<file path="src/rtl/mdu_pkg.sv">
// mdu_pkg: shared types and helpers for the iterative multiply/divide unit.
//   mdu_op_e    : RISC-V M-extension funct3 encoding.
//   mdu_state_e : control FSM states.
//   is_mul / is_signed_a / is_signed_b : operand-handling helpers.
package mdu_pkg;

  typedef enum logic [2:0] {
    OP_MUL    = 3'b000,
    OP_MULH   = 3'b001,
    OP_MULHSU = 3'b010,
    OP_MULHU  = 3'b011,
    OP_DIV    = 3'b100,
    OP_DIVU   = 3'b101,
    OP_REM    = 3'b110,
    OP_REMU   = 3'b111
  } mdu_op_e;

  typedef enum logic [2:0] {
    ST_IDLE,
    ST_MUL,
    ST_DIV,
    ST_FIX,
    ST_DONE
  } mdu_state_e;

  function automatic logic is_mul(input mdu_op_e op);
    return (op == OP_MUL) || (op == OP_MULH) || (op == OP_MULHSU) || (op == OP_MULHU);
  endfunction

  // MUL is treated as signed x signed: the low half is identical either way.
  function automatic logic is_signed_a(input mdu_op_e op);
    return (op == OP_MUL) || (op == OP_MULH) || (op == OP_MULHSU) ||
           (op == OP_DIV) || (op == OP_REM);
  endfunction

  function automatic logic is_signed_b(input mdu_op_e op);
    return (op == OP_MUL) || (op == OP_MULH) || (op == OP_DIV) || (op == OP_REM);
  endfunction

endpackage

</file>
<file path="src/rtl/mdu_div_step.sv">
// mdu_div_step: one combinational restoring-division step.
//   remIn   : current partial remainder (always < divisor)
//   bitIn   : next dividend bit shifted into the remainder
//   divisor : divisor magnitude
//   remOut  : next partial remainder
//   qBit    : quotient bit produced by this step
module mdu_div_step
  import mdu_pkg::*;
#(
  parameter int unsigned XLEN = 32
) (
  input  logic [XLEN-1:0] remIn,
  input  logic            bitIn,
  input  logic [XLEN-1:0] divisor,
  output logic [XLEN-1:0] remOut,
  output logic            qBit
);

  logic [XLEN:0] shifted;
  logic [XLEN:0] diff;

  // shifted < 2*divisor, so one extra bit suffices and the MSB of the
  // difference is a clean borrow flag.
  always_comb begin
    shifted = {remIn, bitIn};
    diff    = shifted - {1'b0, divisor};
    qBit    = ~diff[XLEN];
    remOut  = qBit ? diff[XLEN-1:0] : shifted[XLEN-1:0];
  end

endmodule

</file>
<file path="src/rtl/mdu_iter.sv">
// mdu_iter: iterative RISC-V M-extension multiply/divide unit.
//   Multiply: shift-add, MUL_BITS multiplier bits per cycle.
//   Divide  : restoring, one quotient bit per cycle (only when MDU_DIV_EN
//             is defined; otherwise divide ops complete with out_err=1).
// Ports:
//   clk, reset           : clock, synchronous active-high reset
//   in_valid/in_ready    : operation handshake (in_ready = IDLE && !kill)
//   op, src_a, src_b     : funct3 and operands
//   rd_in / rd_out       : destination tag carried through
//   kill                 : aborts any in-flight operation
//   out_valid/out_ready  : result handshake
//   result, out_err      : result value, unsupported-op flag
//   busy                 : state != IDLE
module mdu_iter
  import mdu_pkg::*;
#(
  parameter int unsigned XLEN     = 32,
  parameter int unsigned MUL_BITS = 4
) (
  input  logic            clk,
  input  logic            reset,
  input  logic            in_valid,
  output logic            in_ready,
  input  logic [2:0]      op,
  input  logic [XLEN-1:0] src_a,
  input  logic [XLEN-1:0] src_b,
  input  logic [4:0]      rd_in,
  input  logic            kill,
  output logic            out_valid,
  input  logic            out_ready,
  output logic [XLEN-1:0] result,
  output logic [4:0]      rd_out,
  output logic            out_err,
  output logic            busy
);

  localparam int unsigned N_MUL = XLEN / MUL_BITS;
  localparam int unsigned CNT_W = $clog2(XLEN + 1);
  localparam logic [CNT_W-1:0] MUL_LAST = CNT_W'(N_MUL - 1);

  mdu_state_e state, stateNext;
  mdu_op_e    opIn, opReg;

  logic              accept;
  logic              signA, signB;
  logic [XLEN-1:0]   magA, magB;
  logic [XLEN-1:0]   aMag;
  logic [2*XLEN-1:0] acc;
  logic              negRes;
  logic [CNT_W-1:0]  cnt;

  logic [XLEN+MUL_BITS-1:0] mulSum;
  logic [2*XLEN-1:0]        accMulNext;
  logic [2*XLEN-1:0]        prodFix;
  logic [XLEN-1:0]          fixRes;

  assign opIn   = mdu_op_e'(op);
  assign accept = in_valid && in_ready;

  // Operand magnitudes and result sign, decided at accept time.
  always_comb begin
    signA = is_signed_a(opIn) && src_a[XLEN-1];
    signB = is_signed_b(opIn) && src_b[XLEN-1];
    magA  = signA ? -src_a : src_a;
    magB  = signB ? -src_b : src_b;
  end

`ifdef MDU_DIV_EN
  localparam logic [CNT_W-1:0] DIV_LAST = CNT_W'(XLEN - 1);

  logic [XLEN-1:0]   bMag;
  logic              isRemIn, divZero, divOvf, special;
  logic [XLEN-1:0]   specialRes;
  logic [XLEN-1:0]   divRem;
  logic              divQ;
  logic [2*XLEN-1:0] accDivNext;

  always_comb begin
    isRemIn    = (opIn == OP_REM) || (opIn == OP_REMU);
    divZero    = (src_b == '0);
    divOvf     = ((opIn == OP_DIV) || (opIn == OP_REM)) &&
                 (src_a == {1'b1, {(XLEN-1){1'b0}}}) && (src_b == '1);
    special    = !is_mul(opIn) && (divZero || divOvf);
    // Overflow quotient is the most-negative value, i.e. src_a itself.
    specialRes = divZero ? (isRemIn ? src_a : '1) : (isRemIn ? '0 : src_a);
  end

  // acc = {partial remainder, dividend bits shifting out / quotient shifting in}
  mdu_div_step #(.XLEN(XLEN)) uDivStep (
    .remIn   (acc[2*XLEN-1:XLEN]),
    .bitIn   (acc[XLEN-1]),
    .divisor (bMag),
    .remOut  (divRem),
    .qBit    (divQ)
  );

  assign accDivNext = {divRem, acc[XLEN-2:0], divQ};
  assign out_err    = 1'b0;
`else
  logic errReg;
  assign out_err = errReg;
`endif

  // Multiply step: acc = {high partial product, remaining multiplier bits}.
  // The high half never exceeds XLEN+MUL_BITS bits before the shift.
  always_comb begin
    mulSum = {{MUL_BITS{1'b0}}, acc[2*XLEN-1:XLEN]};
    for (int unsigned i = 0; i < MUL_BITS; i++) begin
      if (acc[i]) mulSum = mulSum + ((XLEN+MUL_BITS)'(aMag) << i);
    end
    accMulNext = {mulSum, acc[XLEN-1:MUL_BITS]};
  end

  // Sign fix-up and half/quotient/remainder selection.
  always_comb begin
    prodFix = negRes ? -acc : acc;
    fixRes  = '0;
    unique case (opReg)
      OP_MUL:                      fixRes = prodFix[XLEN-1:0];
      OP_MULH, OP_MULHSU, OP_MULHU: fixRes = prodFix[2*XLEN-1:XLEN];
`ifdef MDU_DIV_EN
      OP_DIV, OP_DIVU: fixRes = negRes ? -acc[XLEN-1:0] : acc[XLEN-1:0];
      OP_REM, OP_REMU: fixRes = negRes ? -acc[2*XLEN-1:XLEN] : acc[2*XLEN-1:XLEN];
`endif
      default:                     fixRes = '0;
    endcase
  end

  always_ff @(posedge clk) begin
    if (reset) state <= ST_IDLE;
    else       state <= stateNext;
  end

  always_comb begin
    stateNext = state;
    in_ready  = (state == ST_IDLE) && !kill;
    busy      = (state != ST_IDLE);
    out_valid = (state == ST_DONE) && !kill;
    unique case (state)
      ST_IDLE: begin
        if (accept) begin
          if (is_mul(opIn)) stateNext = ST_MUL;
`ifdef MDU_DIV_EN
          else if (special) stateNext = ST_DONE;
          else              stateNext = ST_DIV;
`else
          else              stateNext = ST_DONE;
`endif
        end
      end
      ST_MUL:  if (cnt == MUL_LAST) stateNext = ST_FIX;
`ifdef MDU_DIV_EN
      ST_DIV:  if (cnt == DIV_LAST) stateNext = ST_FIX;
`endif
      ST_FIX:  stateNext = ST_DONE;
      ST_DONE: if (out_ready) stateNext = ST_IDLE;
      default: stateNext = ST_IDLE;
    endcase
    if (kill) stateNext = ST_IDLE;
  end

  always_ff @(posedge clk) begin
    if (reset) begin
      opReg  <= OP_MUL;
      aMag   <= '0;
      acc    <= '0;
      negRes <= 1'b0;
      cnt    <= '0;
      result <= '0;
      rd_out <= '0;
`ifdef MDU_DIV_EN
      bMag   <= '0;
`else
      errReg <= 1'b0;
`endif
    end else begin
      unique case (state)
        ST_IDLE: begin
          if (accept) begin
            opReg  <= opIn;
            rd_out <= rd_in;
            aMag   <= magA;
            cnt    <= '0;
            // Remainder follows the dividend; everything else is signA^signB.
            negRes <= ((opIn == OP_REM) || (opIn == OP_REMU)) ? signA : (signA ^ signB);
            acc    <= is_mul(opIn) ? {{XLEN{1'b0}}, magB} : {{XLEN{1'b0}}, magA};
`ifdef MDU_DIV_EN
            bMag   <= magB;
            if (special) result <= specialRes;
`else
            errReg <= !is_mul(opIn);
            if (!is_mul(opIn)) result <= '0;
`endif
          end
        end
        ST_MUL: begin
          acc <= accMulNext;
          cnt <= cnt + 1'b1;
        end
`ifdef MDU_DIV_EN
        ST_DIV: begin
          acc <= accDivNext;
          cnt <= cnt + 1'b1;
        end
`endif
        ST_FIX:  result <= fixRes;
        default: ;
      endcase
    end
  end

endmodule

</file>
<file path="config.mk">
export PLATFORM = sky130hd
export DESIGN_NAME = mdu_iter
export DESIGN_NICKNAME = d
export VERILOG_FILES = /design/src/rtl/mdu_pkg.sv /design/src/rtl/mdu_div_step.sv /design/src/rtl/mdu_iter.sv
export SDC_FILE = /design/constraint.sdc
export NUM_CORES = 1
export LEC_CHECK = 0
export CAP_MARGIN = 20
export CORE_MARGIN = 2
export CORE_UTILIZATION = 60
export CTS_BUF_LIST = sky130_fd_sc_hd__clkbuf_8
export DETAILED_ROUTE_END_ITERATION = 6
export PLACE_DENSITY_LB_ADDON = 0.1
export SYNTH_ARGS = -nofsm -noshare
export SYNTH_HDL_FRONTEND = slang
export SYNTH_SLANG_ARGS = --single-unit
</file>
<file path="constraint.sdc">
create_clock -name clk -period 10.4 [get_ports clk]
set_input_delay 2.08 -clock clk [delete_from_list [all_inputs] [get_ports clk]]
set_output_delay 2.08 -clock clk [all_outputs]
set_load 0.005 [all_outputs]
</file>
==> impl_metrics.py <==
metrics = {
    "global_routing": {
        "grt-ovfl-total": 0,
        "first_global_vias": 17900,
        "grt_pass1_wl_um": 98300,
        "grt_max_degree": 92,
        "antenna_found_initial": 1,
        "grt_usage": 0.430,
    },
    "synthesis": {
        "synth_ff_type": "dfxtp_1",
        "syn_area_sq_um": 17000,
        "synth-compound-area-share": 0.325,
        "synth.mux.area_fraction": 0.0296,
        "synth.top_cells.by_count": "nand2_1 (231), nor2_1 (210), a21oi_1 (202)",
        "syn_inst": 2319,
        "synthSimpleGateAreaFrac": 0.219,
        "synth.avg_cell_area_sq_um": 7.33,
        "synth_top_family_by_area": "compound AO/OA/AOI/OAI gates",
        "synth_top_cell_by_area": "dfxtp_1",
        "synthArstFlopShare": 0,
        "synth_nets": 2534,
        "synth_most_common_cell": "nand2_1",
        "synth-seq-cells": 147,
        "synth-edff-count": 0,
        "synth_top_area_share": 0.173,
        "synthXorXnorAreaFrac": 0.109,
        "ys_seq_area_frac": 0.173,
        "ys_top_cells_by_area": "dfxtp_1 (17%), ha_1 (9.9%), a21oi_1 (5.9%)",
        "ys_warn_count": 0,
        "synthDistinctLibCells": 83,
        "yosys.area_share.adder": 0.103,
    },
    "die": {
        "dieArea_sq_um": 29700,
        "row_count": 61,
        "die_y_um": 172,
        "start_util": 0.610,
        "coreArea_sq_um": 27900,
        "io_pins": 118,
        "die_w_um": 172,
    },
    "worst_setup_path": {
        "start_kind": "register",
        "cpPeakStageDelay_ns": 0.75,
        "worstPathMaxFanout": 6,
        "cp.arrival_ns": 10.08,
        "crit_path_end_kind": "register",
        "crit_family": "compound AO/OA/AOI/OAI gates",
        "critPathKind": "reg -> reg",
        "rr_worst_depth": 35,
        "worst-path-buf-inv": 1,
        "cp_data_required_time_ns": 10.79,
        "crit_cells": 35,
        "cpMaxStageDelayCell": "a211oi_1",
    },
    "clock_tree": {
        "post_cts_buffers": 0,
        "htreeDepth": 4,
        "clock_latency_ns": 0.50,
        "clk_pin_slew_worst_paths_ns": 0.09,
        "clock_path_buffers": 2,
        "cts_tree": "built",
        "cts_root_buf": "clkbuf_8",
        "cts_buffers": 17,
        "cts.sink_count": 147,
    },
    "timing": {
        "final.period_utilization": 0.932,
        "fin_ws_ns": 0.710,
        "max_freq_mhz": 103,
        "fin_skew_ns": 0.0187,
        "worst_slew_pin_slew_ns": 1.17,
        "rsz0062_at_grt": "no",
        "period_minus_slack_ns": 9.69,
        "setup_viol": 0,
        "tns_ns": 0,
        "hold_viol_final": 0,
        "fin_hold_ws_ns": 0.456,
        "maxSlewHeadroom": 0.220,
        "slew_violations": 0,
    },
    "placed_design": {
        "dpl_worst_slack_ns": 1.13,
        "portBuffers": 117,
        "place.gp.congestion": 1.08,
        "placed_area_sq_um": 18300,
        "hpwl_um": 50000,
    },
    "detailed_routing": {
        "ant_nets": 0,
        "wl_per_cell_um": 23.6,
        "wirelength_um": 64600,
        "firstDrtPassIters": 7,
        "drtIter0Drc": 2655,
        "vias_per_cell": 6.98,
        "vias": 19100,
        "drcViolationCount": 1,
    },
    "worst_hold_path": {
        "hp-class": "reg -> reg",
        "min_delay_path_depth": 2,
    },
    "status": {
        "status": "complete, but fails checks",
        "violations": "DRC",
    },
    "power": {
        "power_mw": 1.68,
        "p_per_area_nw_per_um2": 89.6,
        "irDropWorstVdd_mv": 0.152,
        "leakagePower_nw": 7.52,
    },
    "cells_and_area": {
        "drive_above_1_share": 0.0615,
        "syn2layout_area_growth_pct": 10.0,
        "finish.instance_area_sq_um": 18700,
        "final_nets": 2560,
        "nFillCells": 2487,
    },
    "job": {
        "max_cap_violations": 0,
    },
}
[power by group]
| part | switching [mW] | internal (mW) | leakage, nW |
|---|---|---|---|
| Combinational | 0.359 | 0.220 | 6.13 |
| Clock | 0.262 | 0.203 | 0.196 |
| Sequential | 0.0471 | 0.584 | 1.20 |
| Total | 0.668 | 1.01 | 7.52 |
[metal layers]
metal  track usage  wire length [um]
met1         0.526             24800
met3        0.0982              7060
met2         0.678             28100
met5             0                 0
met4         0.282              4600
[final timing paths]
kind                                 from         to  slack (ns)
worst min register to register  rd_out[4]  rd_out[4]        0.46
worst max-delay path              aMag[1]    acc[61]        0.71
worst max register to register    aMag[1]    acc[61]        0.71
worst min-delay path            rd_out[4]  rd_out[4]        0.46
[final cells by class]
type,count,area [sq um],area share
diodes,1,2.50,0.000134
clock buffers,18,248,0.0132
clock inverters,14,145,0.00776
inverters,54,203,0.0108
multi-input cells,1990,13400,0.716
flip-flops and latches,147,2950,0.158
well taps,378,473,0.0253
repair buffers,135,1300,0.0695
[stage by stage]
stage	std cells	utilization
2_1_floorplan	2319	-
3_3_place_gp	2704	0.657
3_5_place_dp	2704	0.657
4_1_cts	2736	0.671
5_1_grt	2736	0.671
6_report	2737	0.671
[placed cells by master (no fill, tap or decap), types with 19 or more instances in the layout]
| cell type | n |
|---|---|
| or4_1 | 23 |
| inv_1 | 52 |
| xnor2_1 | 107 |
| o21ai_0 | 170 |
| o41ai_1 | 22 |
| a21o_1 | 55 |
| or3_1 | 21 |
| or2_2 | 20 |
| buf_4 | 19 |
| xor2_1 | 104 |
| nor2_1 | 208 |
| a211oi_1 | 68 |
| o211ai_1 | 38 |
| nand4_1 | 21 |
| dfxtp_1 | 143 |
| nand3_1 | 37 |
| and3_1 | 22 |
| nand2b_1 | 32 |
| a21oi_1 | 202 |
| nor3_1 | 51 |
| o31ai_1 | 36 |
| a22oi_1 | 37 |
| a31oi_1 | 30 |
| o21a_1 | 28 |
| nand2_1 | 231 |
| clkdlybuf4s50_1 | 115 |
| mux2_2 | 34 |
| ha_1 | 134 |
[sequential cells by signal, indices dropped and copies added, names as in the netlist]
register and count:
negRes 1, state 3, acc 64, aMag 32, cnt 6, out_err 1
result 32, rd_out 5, opReg 3
[tightest hold or removal path, cell delays in order (launching register included)]
cell and delay [ns]:
dfxtp_1 0.32, nand2_1 0.05, a21oi_1 0.05
[kinds of logic (layout without fill, tap and decap cells)]
family,after synthesis,count (layout)
buf+inv,182,221
compound gates,836,836
flops,147,147
mux,46,46
other cells,0,1
simple gates,759,759
fa+ha+maj,138,138
xor+xnor,211,211
[repair_timing]
item / 4_1_cts / 5_1_grt
setup endpoints to repair: 0 / 3
gates resized for setup: 0 / 1
hold buffers: 0 / 0
(Power assumes the default switching activity.)
